File: src/rtl/gpio_mul_pkg.sv
// Shared types and constants for the GPIO-attached shift-add multiply / popcount engine.
package gpio_mul_pkg;

  localparam int unsigned OP_W       = 24;
  localparam int unsigned W_W        = 32;
  localparam int unsigned PROD_W     = 2 * OP_W;
  localparam int unsigned POPC_W     = 6;
  localparam int unsigned CNT_W      = 8;
  localparam int unsigned MULT_STEPS = 24;
  localparam int unsigned POPC_STEPS = 32;
  localparam int unsigned MSTEP_W    = 5;
  localparam int unsigned PSTEP_W    = 5;

  // Status-word bit positions; the sticky done bit is held by the register block.
  localparam int unsigned STAT_BUSY_BIT = 0;
  localparam int unsigned STAT_DONE_BIT = 1;

  typedef enum logic [1:0] {
    StIdle = 2'd0,
    StMult = 2'd1,
    StPopc = 2'd2,
    StDone = 2'd3
  } state_e;

endpackage

File: src/rtl/gpio_shift_add_mul.sv
// MULT-phase datapath: serial shift-add multiplier with a full-width accumulator.
module gpio_shift_add_mul
  import gpio_mul_pkg::*;
(
  input  logic              clk,
  input  logic              reset,
  input  logic              load,
  input  logic              step,
  input  logic [OP_W-1:0]   a1,
  input  logic [OP_W-1:0]   a2,
  output logic [PROD_W-1:0] acc,
  output logic [W_W-1:0]    acc_lo_next,
  output logic              last
);

  logic [PROD_W-1:0]  mcand_q;
  logic [OP_W-1:0]    mplier_q;
  logic [PROD_W-1:0]  acc_q;
  logic [PROD_W-1:0]  acc_d;
  logic [MSTEP_W-1:0] step_q;

  always_comb begin
    acc_d = acc_q + (mplier_q[0] ? mcand_q : '0);
  end

  assign acc         = acc_q;
  // Low word after the current add, so POPC can load on the final MULT edge.
  assign acc_lo_next = acc_d[W_W-1:0];
  assign last        = (step_q == MSTEP_W'(MULT_STEPS - 1));

  always_ff @(posedge clk) begin
    if (reset) begin
      mcand_q  <= '0;
      mplier_q <= '0;
      acc_q    <= '0;
      step_q   <= '0;
    end else if (load) begin
      mcand_q  <= {{(PROD_W - OP_W){1'b0}}, a1};
      mplier_q <= a2;
      acc_q    <= '0;
      step_q   <= '0;
    end else if (step) begin
      acc_q    <= acc_d;
      mcand_q  <= mcand_q << 1;
      mplier_q <= mplier_q >> 1;
      step_q   <= step_q + MSTEP_W'(1);
    end
  end

endmodule

File: src/rtl/gpio_mul_core.sv
// Multiply-and-popcount engine behind the GPIO register block; FSM and POPC phase live here.
module gpio_mul_core
  import gpio_mul_pkg::*;
(
  input  logic              clk,
  input  logic              reset,
  input  logic              start,
  input  logic [OP_W-1:0]   a1,
  input  logic [OP_W-1:0]   a2,
  output logic              busy,
  output logic              done,
  output logic [W_W-1:0]    w,
  output logic [POPC_W-1:0] l,
  output logic              ovf,
  output logic [CNT_W-1:0]  op_count
);

  state_e             state_q;
  logic [W_W-1:0]     shift_q;
  logic [POPC_W-1:0]  pcnt_q;
  logic [PSTEP_W-1:0] pstep_q;

  logic [PROD_W-1:0]  acc;
  logic [W_W-1:0]     acc_lo_next;
  logic               mult_last;
  logic               load;
  logic [POPC_W-1:0]  pcnt_next;

  assign load      = (state_q == StIdle) && start;
  assign pcnt_next = pcnt_q + POPC_W'(shift_q[0]);

  gpio_shift_add_mul u_mul (
    .clk         (clk),
    .reset       (reset),
    .load        (load),
    .step        (state_q == StMult),
    .a1          (a1),
    .a2          (a2),
    .acc         (acc),
    .acc_lo_next (acc_lo_next),
    .last        (mult_last)
  );

  always_ff @(posedge clk) begin
    if (reset) begin
      state_q  <= StIdle;
      shift_q  <= '0;
      pcnt_q   <= '0;
      pstep_q  <= '0;
      busy     <= 1'b0;
      done     <= 1'b0;
      w        <= '0;
      l        <= '0;
      ovf      <= 1'b0;
      op_count <= '0;
    end else begin
      done <= 1'b0;
      unique case (state_q)
        StIdle: begin
          if (start) begin
            state_q <= StMult;
            busy    <= 1'b1;
          end
        end
        StMult: begin
          if (mult_last) begin
            state_q <= StPopc;
            shift_q <= acc_lo_next;
            pcnt_q  <= '0;
            pstep_q <= '0;
          end
        end
        StPopc: begin
          shift_q <= shift_q >> 1;
          pcnt_q  <= pcnt_next;
          pstep_q <= pstep_q + PSTEP_W'(1);
          if (pstep_q == PSTEP_W'(POPC_STEPS - 1)) begin
            state_q  <= StDone;
            busy     <= 1'b0;
            done     <= 1'b1;
            w        <= acc[W_W-1:0];
            l        <= pcnt_next;
            ovf      <= |acc[PROD_W-1:W_W];
            op_count <= op_count + CNT_W'(1);
          end
        end
        StDone: begin
          state_q <= StIdle;
        end
        default: state_q <= StIdle;
      endcase
    end
  end

endmodule

File: config.mk
export PLATFORM = sky130hd
export DESIGN_NAME = gpio_mul_core
export DESIGN_NICKNAME = d
export VERILOG_FILES = /design/src/rtl/gpio_mul_pkg.sv /design/src/rtl/gpio_shift_add_mul.sv /design/src/rtl/gpio_mul_core.sv
export SDC_FILE = /design/constraint.sdc
export NUM_CORES = 1
export LEC_CHECK = 0
export CORE_MARGIN = 4
export CORE_UTILIZATION = 48
export CTS_CLUSTER_SIZE = 24
export DETAILED_ROUTE_END_ITERATION = 8
export PLACE_DENSITY_LB_ADDON = 0.2
export SLEW_MARGIN = 0
export SYNTH_ARGS = -nofsm -noshare
export SYNTH_HDL_FRONTEND = slang
export SYNTH_SLANG_ARGS = --single-unit
File: constraint.sdc
create_clock -name clk -period 4.5 [get_ports clk]
set_clock_uncertainty 0.1 [all_clocks]
set_input_delay 0.9 -clock clk [delete_from_list [all_inputs] [get_ports clk]]
set_output_delay 0.9 -clock clk [all_outputs]
set_load 0.03 [all_outputs]
# Word-level counts from Yosys, hierarchy flattened
# Cells that the tools add are included.
# op_classes
muxes,19
bitwise_logic,1
add_sub_neg,5
n_eq_ne,8
reduce_logical,12
# op_table
operator,count
$mux 24,4
$pmux 32 s2,1
$add 48x48->48,1
$mux 48,1
$mux 32,1
$reduce_or 16->1,1
$pmux 6 s2,1
$add 5x1->5 const B,2
$eq 5x5->1 const B,2
$pmux 5 s2,1
$add 8x1->8 const B,1
$pmux 2 s4,1
$add 6x1->6,1
$mux 2,3
$mux 6,1
$ne 2x2->1 const B,3
$reduce_and 3->1,2
$reduce_bool 2->1,3
$mux 5,1
$eq 2x2->1 const B,2
$reduce_and 2->1,2
$reduce_or 2->1,2
$mux 1,3
$eq 2x1->1 const B,1
4 further kinds,4
# totals
in_bits,51
regBits,219
out_inout_bits,49

# Longest topological paths before layout
# logic_depth
word_depth,4
ltp_mapped,15
depth_no_buf,13

# Hierarchy
# From an unflattened synthesis, not the netlist that was laid out.
# hier_totals
cells_unflattened,1447
hier_area_um2,12022.8
# by_module_without_submodules
mod,area_each_um2,n_inst,cells_each
gpio_shift_add_mul,8287.9,1,1004
gpio_mul_core,3734.8,1,443

# Worst setup path before layout
# Ideal clock, no wire load.
# synth_path
kind,flip-flop to flip-flop
from,register u_mul.mplier_q[0]
to,"register u_mul.acc_q[47], in the netlist u_mul.acc[47]"
stages_incl_launch_ff,16
path_slack_ns,1.174
t_arrival_ns,3.156
n_path_buf,3
required_ns,4.330
setup_ns,0.070
cell_sequence,dfxtp_1 > clkbuf_1 > clkbuf_1 > and2_1 > ha_1 > buf_6 > a21o_1 > a21o_1 > a21o_1 > a21o_1 > a221o_1 > a221oi_2 > nand2_1 > xor2_1 > or3_1 > a21oi_1
# synth_between
elab_chain_len,2
# synth_rtl
element,line_no,text
from (decl),gpio_shift_add_mul.sv:17,logic [OP_W-1:0] mplier_q;
from (signal assigned),gpio_shift_add_mul.sv:45,mplier_q <= mplier_q >> 1;
$mux 48,gpio_shift_add_mul.sv:23,acc_d = acc_q + (mplier_q[0] ? mcand_q : '0);
$add 48x48->48,gpio_shift_add_mul.sv:23,
to (signal assigned),gpio_shift_add_mul.sv:35,acc_q <= '0;
to (signal assigned),gpio_shift_add_mul.sv:40,acc_q <= '0;
to (signal assigned),gpio_shift_add_mul.sv:43,acc_q <= acc_d;
to (decl),gpio_shift_add_mul.sv:18,logic [PROD_W-1:0] acc_q;
# Every way passes these cells.
# A chain may end at the register's enable or synchronous reset.

# Worst setup path in the final report
# layout_path
from,register u_mul.mplier_q[0]
to,"register u_mul.acc_q[46], in the netlist u_mul.acc[46]"
# The elaborated chain is that of the path after synthesis.

==> flow_metrics.env <==
export IMPL_status="finished, final reports clean"
export IMPL_hold_class="reg2reg"
export IMPL_routedWlPerCell_um=16.5
export IMPL_first_global_vias=9337
export IMPL_finalSetupViolations=0
export IMPL_rr_endpoint="u_mul.acc[46]"
export IMPL_drt_first_pass_iters=6
export IMPL_detail_route_antenna_nets=0
export IMPL_r2r_start="u_mul.mplier_q[0]"
export IMPL_period_share_pct=88.7
export IMPL_worstMarginPinSlew_ns=0.924
export IMPL_num_rows=56
export IMPL_fillers=2176
export IMPL_tns_ns=0
export IMPL_drc=0
export IMPL_start_util_pct=48.8
export IMPL_yosys_top_cells_area="dfxtp_1 38%, mux2i_1 9.4%, ha_1 6.1%, nor2_1 6.1%, nand2_1 5.3%"
export IMPL_hold_slack_ns=0.350
export IMPL_p_int_w=0.00401
export IMPL_ioPinCount=100
export IMPL_htreeDepth=1
export IMPL_die_h_um=163
export IMPL_cts_resized=0
export IMPL_clk_latency_ns=0.53
export IMPL_synth_fp_nets=1489
export IMPL_rsz0062_at_grt="no"
export IMPL_end_kind="flop"
export IMPL_ys_flop_type="dfxtp_1"
export IMPL_cp_slowest_cell="dfxtp_1"
export IMPL_dp_hpwl_mm=20.9
export IMPL_grt_max_degree=86
export IMPL_ys_types=59
export IMPL_slew_headroom_pct=38.4
export IMPL_detail_route_vias_per_cell=5.63
export IMPL_synth_edff_count=0
export IMPL_port_buffers=99
export IMPL_gp_congestion=0.988
export IMPL_peakVddDrop_mv=0.299
export IMPL_async_reset_ff_share_pct=0
export IMPL_cts_setup_buffers=0
export IMPL_gr_total_overflow=0
export IMPL_synth_top_cell_by_area="dfxtp_1"
export IMPL_vias=9939
export IMPL_max_freq_mhz=251
export IMPL_cts_sinks=219
export IMPL_cts_root_buf="clkbuf_16"
export IMPL_clockPowerShare_pct=33.2
export IMPL_p_leak_nw=5.24
export IMPL_ff2ff_setup_slack_ns=0.51
export IMPL_antenna_found_initial=0
export IMPL_synthCells=1381
export IMPL_grt_pass1_wl_mm=47.8
export IMPL_dpl_cell_count=1724
export IMPL_worst_r2r_cell_count=13
export IMPL_fp_coreArea_sq_um=23500
export IMPL_critical_path_class="reg2reg"
export IMPL_dieArea_sq_um=26400
export IMPL_path_cells="and2_1, ha_1, fa_1, a21o_1, a221oi_2, a211oi_1, nand2_1, a31oi_1, a41oi_2, o21ai_2, a32oi_1, nor4bb_1, a211o_1"
export IMPL_p_switching_w=0.00198
export IMPL_cp_data_required_time_ns=4.82
export IMPL_finalNonFillerCells=1765
export IMPL_wl_mm=29.2
export IMPL_numCtsBuffers=25
export IMPL_postSynthAreaPerCell_sq_um=8.30
export IMPL_diodes=0
export IMPL_switching_share_pct=33.1
export IMPL_pwr_share_comb_pct=27.2
export IMPL_hold_viol_final=0
export IMPL_p_per_area_nw_per_um2=445
export IMPL_drv_cap=0
export IMPL_clock_path_buffers=3
export IMPL_cp_arrival_ns=4.31
export IMPL_synth_area_sq_um=11500
export IMPL_min_path_cells=2
export IMPL_period_needed_ns=3.99
export IMPL_max_stage_delay_ns=0.79
export IMPL_final_max_slew_viol_count=0
export IMPL_yosys_register_bits=219
export IMPL_hold_end="w[18]"
export IMPL_pwr_share_seq_pct=39.6
export IMPL_yosysWarnings=0
export IMPL_synth_top_area_share_pct=38.3
export IMPL_cts_clk_slew_worst_paths_ns=0.06
export IMPL_hold_start="w[18]"
export IMPL_die_x_um=163
export IMPL_area_delta_synth_final_pct=17.5
export IMPL_fin_nets=1540
export IMPL_cp_start_kind="flop"
export IMPL_holdBufCountCts=0
export IMPL_cts_tree="yes"
export IMPL_crit_fanout=26
export IMPL_grtUsageTotal_pct=21.6
export IMPL_yosysSeqAreaShare_pct=38.3
export IMPL_drt_iter0_drc=806
export IMPL_drive_above_1_share_pct=5.26
-- routing by layer --
layer | track usage [%] | part of all wire, %
met3 | 4.05 | 6.8
met4 | 4.34 | 1.4
met1 | 31.7 | 48
met2 | 32.9 | 43
met5 | 2.84 | 0.33
-- synthesized netlist by cell type, types with 6 or more instances --
library cell and number:
xnor2_1 28, or3_1 7, dfxtp_1 219, buf_1 18, ha_1 56, a21o_1 27, and2_1 53, o21ai_0 42
xor2_1 28, clkbuf_1 74, nand3_1 28, o21bai_1 9, inv_1 19, a21oi_1 112, nand4_1 18, nand2_1 162
a31oi_1 17, nor3_1 14, nor2_1 185, and3_1 8, a211oi_1 71, mux2i_1 108, o21a_1 6
-- power by group through the flow --
| stage | logic (W) | registers [W] | clock network, W |
|---|---|---|---|
| finish | 0.00163 | 0.00237 | 0.00199 |
| global route | 0.00179 | 0.00240 | 0.00211 |
| CTS | 0.00163 | 0.00237 | 0.00203 |
| detailed placement | 0.00162 | 0.00241 | 0 |
| global placement | 0.00160 | 0.00241 | 0 |
| floorplan | 0.00126 | 0.00233 | 0 |
-- critical path, delay by kind of cell (launching register included) --
family	cells	cell delay [ns]
and+or+nand+nor	3	0.52
AOI/OAI and AO/OA	8	2.07
adders and majority gates	2	0.41
DFF	1	0.79
-- cells by family (layout without fill, tap and decap cells) --
group	count (synthesis)	in the layout	share of synthesized area, %
AOI/OAI and AO/OA	329	329	18.6
DFF	219	219	38.3
buffers and inverters	114	179	3.81
and+or+nand+nor	498	498	19.3
xor gates and xnor gates	56	56	4.28
adders and majority gates	57	57	6.29
muxes	108	108	9.43
-- how the worst max path moves through the flow --
stage	start	endpoint	slack (ns)	cells past startpoint
floorplan	u_mul.mplier_q[0]	u_mul.acc[47]	1.17	15
global placement	u_mul.mplier_q[0]	u_mul.acc[36]	0.67	13
detailed placement	u_mul.mplier_q[0]	u_mul.acc[36]	0.59	13
CTS	u_mul.mplier_q[0]	u_mul.acc[36]	0.56	13
global route	u_mul.mplier_q[0]	u_mul.acc[36]	0.14	13
finish	u_mul.mplier_q[0]	u_mul.acc[46]	0.51	13
-- through the flow --
step           setup slack, ns  power, W  cell area, sq um  utilization, %
6_report                 0.509   0.00600             13500            57.4
2_1_floorplan             1.17   0.00358             11500               -
4_1_cts                  0.563   0.00603             13500            57.4
3_5_place_dp             0.589   0.00403             12700            53.9
5_1_grt                  0.139   0.00631             13500            57.4
3_3_place_gp             0.675   0.00401             12700            53.9
-- placed cells by master (no fill, tap or decap), types with 4 or more instances in the layout --
cell type | netlist | layout
a222oi_1 | 5 | 5
nand4_1 | 18 | 18
clkdlybuf4s50_1 | 0 | 98
or3_1 | 7 | 7
inv_1 | 19 | 19
o21bai_1 | 9 | 9
nor4_1 | 4 | 4
clkbuf_8 | 0 | 4
nor3_1 | 14 | 14
a311oi_1 | 4 | 4
and2_1 | 53 | 52
clkinv_2 | 0 | 8
and3_1 | 8 | 8
nand2_1 | 162 | 161
mux2i_1 | 108 | 108
dfxtp_1 | 219 | 219
a21oi_1 | 112 | 112
ha_1 | 56 | 55
buf_4 | 0 | 20
nand2b_1 | 5 | 4
a31oi_1 | 17 | 16
o21ai_0 | 42 | 42
nor2_1 | 185 | 185
a21o_1 | 27 | 27
o21a_1 | 6 | 6
nand3_1 | 28 | 28
a211oi_1 | 71 | 71
xor2_1 | 28 | 28
o211ai_1 | 5 | 5
clkbuf_16 | 0 | 25
xnor2_1 | 28 | 28
-- registers in the layout, summed over array words and instances, names as in the netlist, 5 cells and up --
| signal | count |
|---|---|
| u_mul.step_q | 5 |
| u_mul.acc | 48 |
| pcnt_q | 6 |
| l | 6 |
| shift_q | 32 |
| w | 32 |
| u_mul.mplier_q | 24 |
| pstep_q | 5 |
| u_mul.mcand_q | 48 |
| op_count | 8 |
-- area by class of cell --
type	count	area (sq um)	area share, %
Clock inverter	12	128	0.948
Sequential cell	219	4380	32.6
Clock buffer	29	681	5.05
Inverter	20	75.1	0.558
Multi-Input combinational cell	1048	6670	49.5
Timing Repair Buffer	118	1130	8.40
Tap cell	319	399	2.96
Note: power is estimated with default switching activity, not from simulation.
